===== config.mk =====
export PLATFORM = sky130hd
export DESIGN_NAME = mem_arbiter
export DESIGN_NICKNAME = d
export VERILOG_FILES = /design/src/rtl/mem_arbiter.sv
export SDC_FILE = /design/constraint.sdc
export NUM_CORES = 1
export LEC_CHECK = 0
export CORE_ASPECT_RATIO = 0.5
export CORE_MARGIN = 10
export CORE_UTILIZATION = 40
export DETAILED_ROUTE_END_ITERATION = 12
export GPL_TIMING_DRIVEN = 1
export PLACE_DENSITY = 0.8
export SLEW_MARGIN = 10
export SYNTH_ARGS = -nofsm -noshare
export SYNTH_HDL_FRONTEND = slang
export SYNTH_SLANG_ARGS = --single-unit

===== constraint.sdc =====
create_clock -name Clock -period 2.22 [get_ports Clock]
set_input_delay 0.222 -clock Clock [delete_from_list [all_inputs] [get_ports Clock]]
set_output_delay 0.222 -clock Clock [all_outputs]
set_load 0.05 [all_outputs]

===== src/rtl/mem_arbiter.sv =====
// Two-port arbiter in front of a single-port synchronous RAM (one-cycle read latency).
// Each access runs IDLE -> ACCESS -> RESP -> DONE; simultaneous requests alternate round-robin.
module mem_arbiter #(
  parameter int AW = 16,
  parameter int DW = 16
) (
  input  logic          Clock,
  input  logic          Resetn,
  input  logic          P0Req,
  input  logic [AW-1:0] P0Addr,
  input  logic [DW-1:0] P0Dout,
  input  logic          P0W,
  output logic          P0Gnt,
  output logic          P0Ack,
  output logic [DW-1:0] P0Din,
  input  logic          P1Req,
  input  logic [AW-1:0] P1Addr,
  input  logic [DW-1:0] P1Dout,
  input  logic          P1W,
  output logic          P1Gnt,
  output logic          P1Ack,
  output logic [DW-1:0] P1Din,
  output logic [AW-1:0] MemAddr,
  output logic [DW-1:0] MemDout,
  output logic          MemW,
  input  logic [DW-1:0] MemDin,
  output logic          Busy,
  output logic [1:0]    fsm_state
);

  typedef enum logic [1:0] {
    IDLE   = 2'd0,
    ACCESS = 2'd1,
    RESP   = 2'd2,
    DONE   = 2'd3
  } state_t;

  state_t state;
  logic   last;
  logic   owner;
  logic   is_write;
  logic   pick1;

  // Handshake: a requester raises Req and holds it until its one-cycle Ack.
  // Addr/Dout/W are captured only at the grant edge; later changes are ignored.
  // The losing port keeps Req high and is re-evaluated at the next IDLE.
  assign pick1     = P1Req && (!P0Req || !last);
  assign Busy      = (state != IDLE);
  assign fsm_state = state;

  always_ff @(posedge Clock or negedge Resetn) begin
    if (!Resetn) begin
      state    <= IDLE;
      last     <= 1'b1;
      owner    <= 1'b0;
      is_write <= 1'b0;
      P0Gnt    <= 1'b0;
      P1Gnt    <= 1'b0;
      P0Ack    <= 1'b0;
      P1Ack    <= 1'b0;
      P0Din    <= '0;
      P1Din    <= '0;
      MemAddr  <= '0;
      MemDout  <= '0;
      MemW     <= 1'b0;
    end else begin
      case (state)
        IDLE: begin
          if (P0Req || P1Req) begin
            if (pick1) begin
              owner    <= 1'b1;
              P1Gnt    <= 1'b1;
              MemAddr  <= P1Addr;
              MemDout  <= P1Dout;
              MemW     <= P1W;
              is_write <= P1W;
            end else begin
              owner    <= 1'b0;
              P0Gnt    <= 1'b1;
              MemAddr  <= P0Addr;
              MemDout  <= P0Dout;
              MemW     <= P0W;
              is_write <= P0W;
            end
            state <= ACCESS;
          end
        end
        ACCESS: begin
          MemW  <= 1'b0;
          state <= RESP;
        end
        RESP: begin
          // RAM read data is valid during this cycle; writes leave Din untouched.
          if (owner) begin
            P1Ack <= 1'b1;
            if (!is_write) P1Din <= MemDin;
          end else begin
            P0Ack <= 1'b1;
            if (!is_write) P0Din <= MemDin;
          end
          last  <= owner;
          state <= DONE;
        end
        DONE: begin
          P0Ack <= 1'b0;
          P1Ack <= 1'b0;
          P0Gnt <= 1'b0;
          P1Gnt <= 1'b0;
          state <= IDLE;
        end
        default: state <= IDLE;
      endcase
    end
  end

endmodule


==> results.sh, run 1 <==
export IMPL_outcome="completed"
export IMPL_cts_hold_buffers=0
export IMPL_grt_overflow=0
export IMPL_grt_use_met2=0.291
export IMPL_die_area_um2=12200
export IMPL_drc=0
export IMPL_post_cts_buffers=0
export IMPL_start_util=0.425
export IMPL_seq_area_frac_synth=0.578
export IMPL_endpoint_kind="flop"
export IMPL_critical_path_max_stage_delay_ns=0.42
export IMPL_grt_pass1_vias=2826
export IMPL_die_w_um=147
export IMPL_min_period_ns=1.94
export IMPL_relSlewSlack=0.280
export IMPL_worstPathArrival_ns=2.14
export IMPL_async_flop_share=1.00
export IMPL_rsz0062_at_grt="no"
export IMPL_area_growth_pct=60.7
export IMPL_powerDensity_nw_per_um2=1840
export IMPL_avgRoutedWirePerCell_um=19.6
export IMPL_critPathTopFamily="compound AO/OA/AOI/OAI gates"
export IMPL_finish_utilization=0.683
export IMPL_grt_first_pass_wirelength_um=15400
export IMPL_critical_path_class="flop to flop"
export IMPL_path_clk_slew_ns=0.06
export IMPL_crit_path_start_kind="flop"
export IMPL_fmax_mhz=516
export IMPL_cp_max_fo=34
export IMPL_route_vias_total=2471
export IMPL_cts_sinks=74
export IMPL_yosys_warnings=0
export IMPL_crit_buf_inv=1
export IMPL_ios=158
export IMPL_busiest_layer="met2"
export IMPL_synth_area_um2=3210
export IMPL_crit_chain="inv_1, ha_1, o21ai_2, and2_1, a221o_1"
export IMPL_finalNonFillerCells=496
export IMPL_syn_instance_count=225
export IMPL_rows=22
export IMPL_finClkSkew_ns=0.00485
export IMPL_antenna_found_initial=0
export IMPL_firstDrtPassIters=4
export IMPL_core_um2=7540
export IMPL_finalHoldViolations=0
export IMPL_port_buffers=157
export IMPL_report_final_slew_viol_count=0
export IMPL_fin_crit_sh=0.872
export IMPL_hp_class="input pin to async pin"
export IMPL_hpwl_um=7470
export IMPL_ant_nets=0
export IMPL_required_ns=2.42
export IMPL_ys_flop_type="dfrtp_1"
export IMPL_via_per_inst=4.98
export IMPL_gr_usage_met1=0.156
export IMPL_total_power_w=0.00947
export IMPL_clk_latency_ns=0.33
export IMPL_diodes=0
export IMPL_drive_gt1_frac=0.155
export IMPL_die_h_um=83.3
export IMPL_ir_drop_uv=721
export IMPL_use_met3=0.0541
export IMPL_drv_cap=0
export IMPL_grt_max_degree=75
export IMPL_dpl_cell_count=480
export IMPL_worstMarginPinSlew_ns=1.08
export IMPL_drt_wl_total_um=9740
export IMPL_setup_violations=0
export IMPL_cts_root_buf="clkbuf_16"
export IMPL_h_tree_depth=3
export IMPL_syn_avg_cell_area_um2=14.2
export IMPL_cts_made_buffers=9
export IMPL_synthesis_nets=317
export IMPL_gp_congestion=0.765
export IMPL_grtUsageTotal=0.158
export IMPL_synth_cell_types=33
export IMPL_cts_tree="done"
export IMPL_ys_seq_elements=74
export IMPL_synth_enable_flop_cells=0
export IMPL_final_nets=475
export IMPL_power_leakage_nw=2.20
export IMPL_fin_tns_setup_ns=0
export IMPL_clockBufferDepth=2
export IMPL_cp_slowest_cell="dfrtp_1"
export IMPL_drt_iter0_markers=146
export IMPL_timing_hold_ws_ns=0.00548
==> stage by stage <==
stage	area [um2]	setup WS (ns)
after global placement	4840	0.183
after global routing	5150	0.111
after floorplan	3210	0.187
after CTS	5150	0.124
final	5150	0.284
after detailed placement	4840	0.107
==> where the power goes <==
part	total [W]	internal (W)	switching (W)
Clock	0.00151	0.000960	0.000547
Sequential	0.00243	0.00203	0.000396
Combinational	0.00554	0.00216	0.00338
Total	0.00947	0.00515	0.00432
==> worst register-to-register path, delay by kind of cell, from the launching register on <==
family / cells / cell delay, ns
AO/OA/AOI/OAI: 2 / 0.63
adder cells (fa/ha/maj): 1 / 0.31
buffers and inverters: 1 / 0.14
flip-flops: 1 / 0.42
AND/OR/NAND/NOR: 1 / 0.31
==> flip-flops by register name, indices dropped and copies added, names as in the netlist <==
signal,flops
P1Din,16
last,1
MemW,1
fsm_state,2
MemAddr,16
P1Ack,1
P0Gnt,1
MemDout,16
P0Ack,1
P1Gnt,1
P0Din,16
is_write,1
owner,1
==> final cells by class <==
type / count / area (um2)
clock buffer: 12 / 267
clock inverter: 4 / 48.8
fill: 562 / 2390
inverter: 5 / 18.8
multi-input combinational: 132 / 1220
sequential: 74 / 1850
tap: 108 / 135
timing repair buffer: 161 / 1610
==> cell families after synthesis <==
kind of cell / Yosys count / synth area share
compound gates: 45 / 0.128
fa+ha+maj: 6 / 0.0234
buf+inv: 19 / 0.0425
flops: 74 / 0.578
mux: 37 / 0.141
simple gates: 44 / 0.0874
==> final timing paths <==
check | startpoint | end | slack (ns) | cells after the start
max in group asynchronous | Resetn | P1Din[12] | 1.60 | 1
min reg2reg | P0Din[1] | P0Din[1] | 0.49 | 1
min | Resetn | MemW | 0.005 | 1
min in group Clock | P0Din[1] | P0Din[1] | 0.49 | 1
max reg2reg | fsm_state[0] | MemDout[8] | 0.28 | 5
max | fsm_state[0] | MemDout[8] | 0.28 | 5
==> cells in the mapped netlist, types with 2 or more instances <==
cell / n / area [um2]
dfrtp_1: 73 / 1830
o21ai_0: 5 / 25.0
inv_1: 5 / 18.8
nand2_1: 2 / 7.51
mux2_4: 10 / 150
clkbuf_1: 4 / 15.0
ha_1: 6 / 75.1
a221o_1: 32 / 320
mux2_1: 5 / 56.3
buf_2: 3 / 15.0
mux2_2: 20 / 225
mux2i_1: 2 / 20.0
buf_6: 6 / 67.6
and2_1: 33 / 206
==> timing repair <==
item	CTS	global route
setup endpoints to repair	0	6
resized for setup	0	1
endpoints found under the hold margin	0	0
==> cells in the final DEF (no fill, tap or decap), drive strengths merged <==
| master | netlist | layout |
|---|---|---|
| clkdlybuf4s50 | 0 | 155 |
| dfrtp | 73 | 73 |
| mux2 | 35 | 35 |
| and2 | 33 | 33 |
| a221o | 32 | 32 |
| clkbuf | 4 | 12 |
| ha | 6 | 6 |
| o21ai | 6 | 6 |
| buf | 10 | 6 |
| inv | 5 | 5 |
| nand2 | 3 | 3 |
| clkinv | 0 | 3 |
| mux2i | 2 | 2 |
| nor3b | 2 | 2 |
| a21boi | 1 | 1 |
| nand2b | 1 | 1 |
| and3 | 1 | 1 |
| nor3 | 1 | 1 |
| a21oi | 1 | 1 |
| a32oi | 1 | 1 |
| nor2 | 1 | 1 |
| o31ai | 1 | 1 |
| a21o | 1 | 1 |
| or2 | 1 | 1 |
| nor2b | 1 | 1 |
| a31o | 1 | 1 |
| o2bb2ai | 1 | 1 |
| bufinv | 0 | 1 |
| dfstp | 1 | 1 |
==> metal layers <==
| metal | wire length [um] | share of wire |
|---|---|---|
| met4 | 274 | 0.028 |
| met5 | 0 | 0 |
| met1 | 3570 | 0.37 |
| met2 | 5310 | 0.55 |
| met3 | 582 | 0.060 |
Power figures use the tool's default switching activity.
==> run 2: changes to the inputs <==
--- a/config.mk
+++ b/config.mk
@@ -11,6 +11,7 @@
 export DETAILED_ROUTE_END_ITERATION = 12
 export GPL_TIMING_DRIVEN = 1
 export PLACE_DENSITY = 0.8
+export SKIP_LAST_GASP = 1
 export SLEW_MARGIN = 10
 export SYNTH_ARGS = -nofsm -noshare
 export SYNTH_HDL_FRONTEND = slang
==> results of run 2 <==
The final DEF is identical to that of run 1; final timing and power are the same.
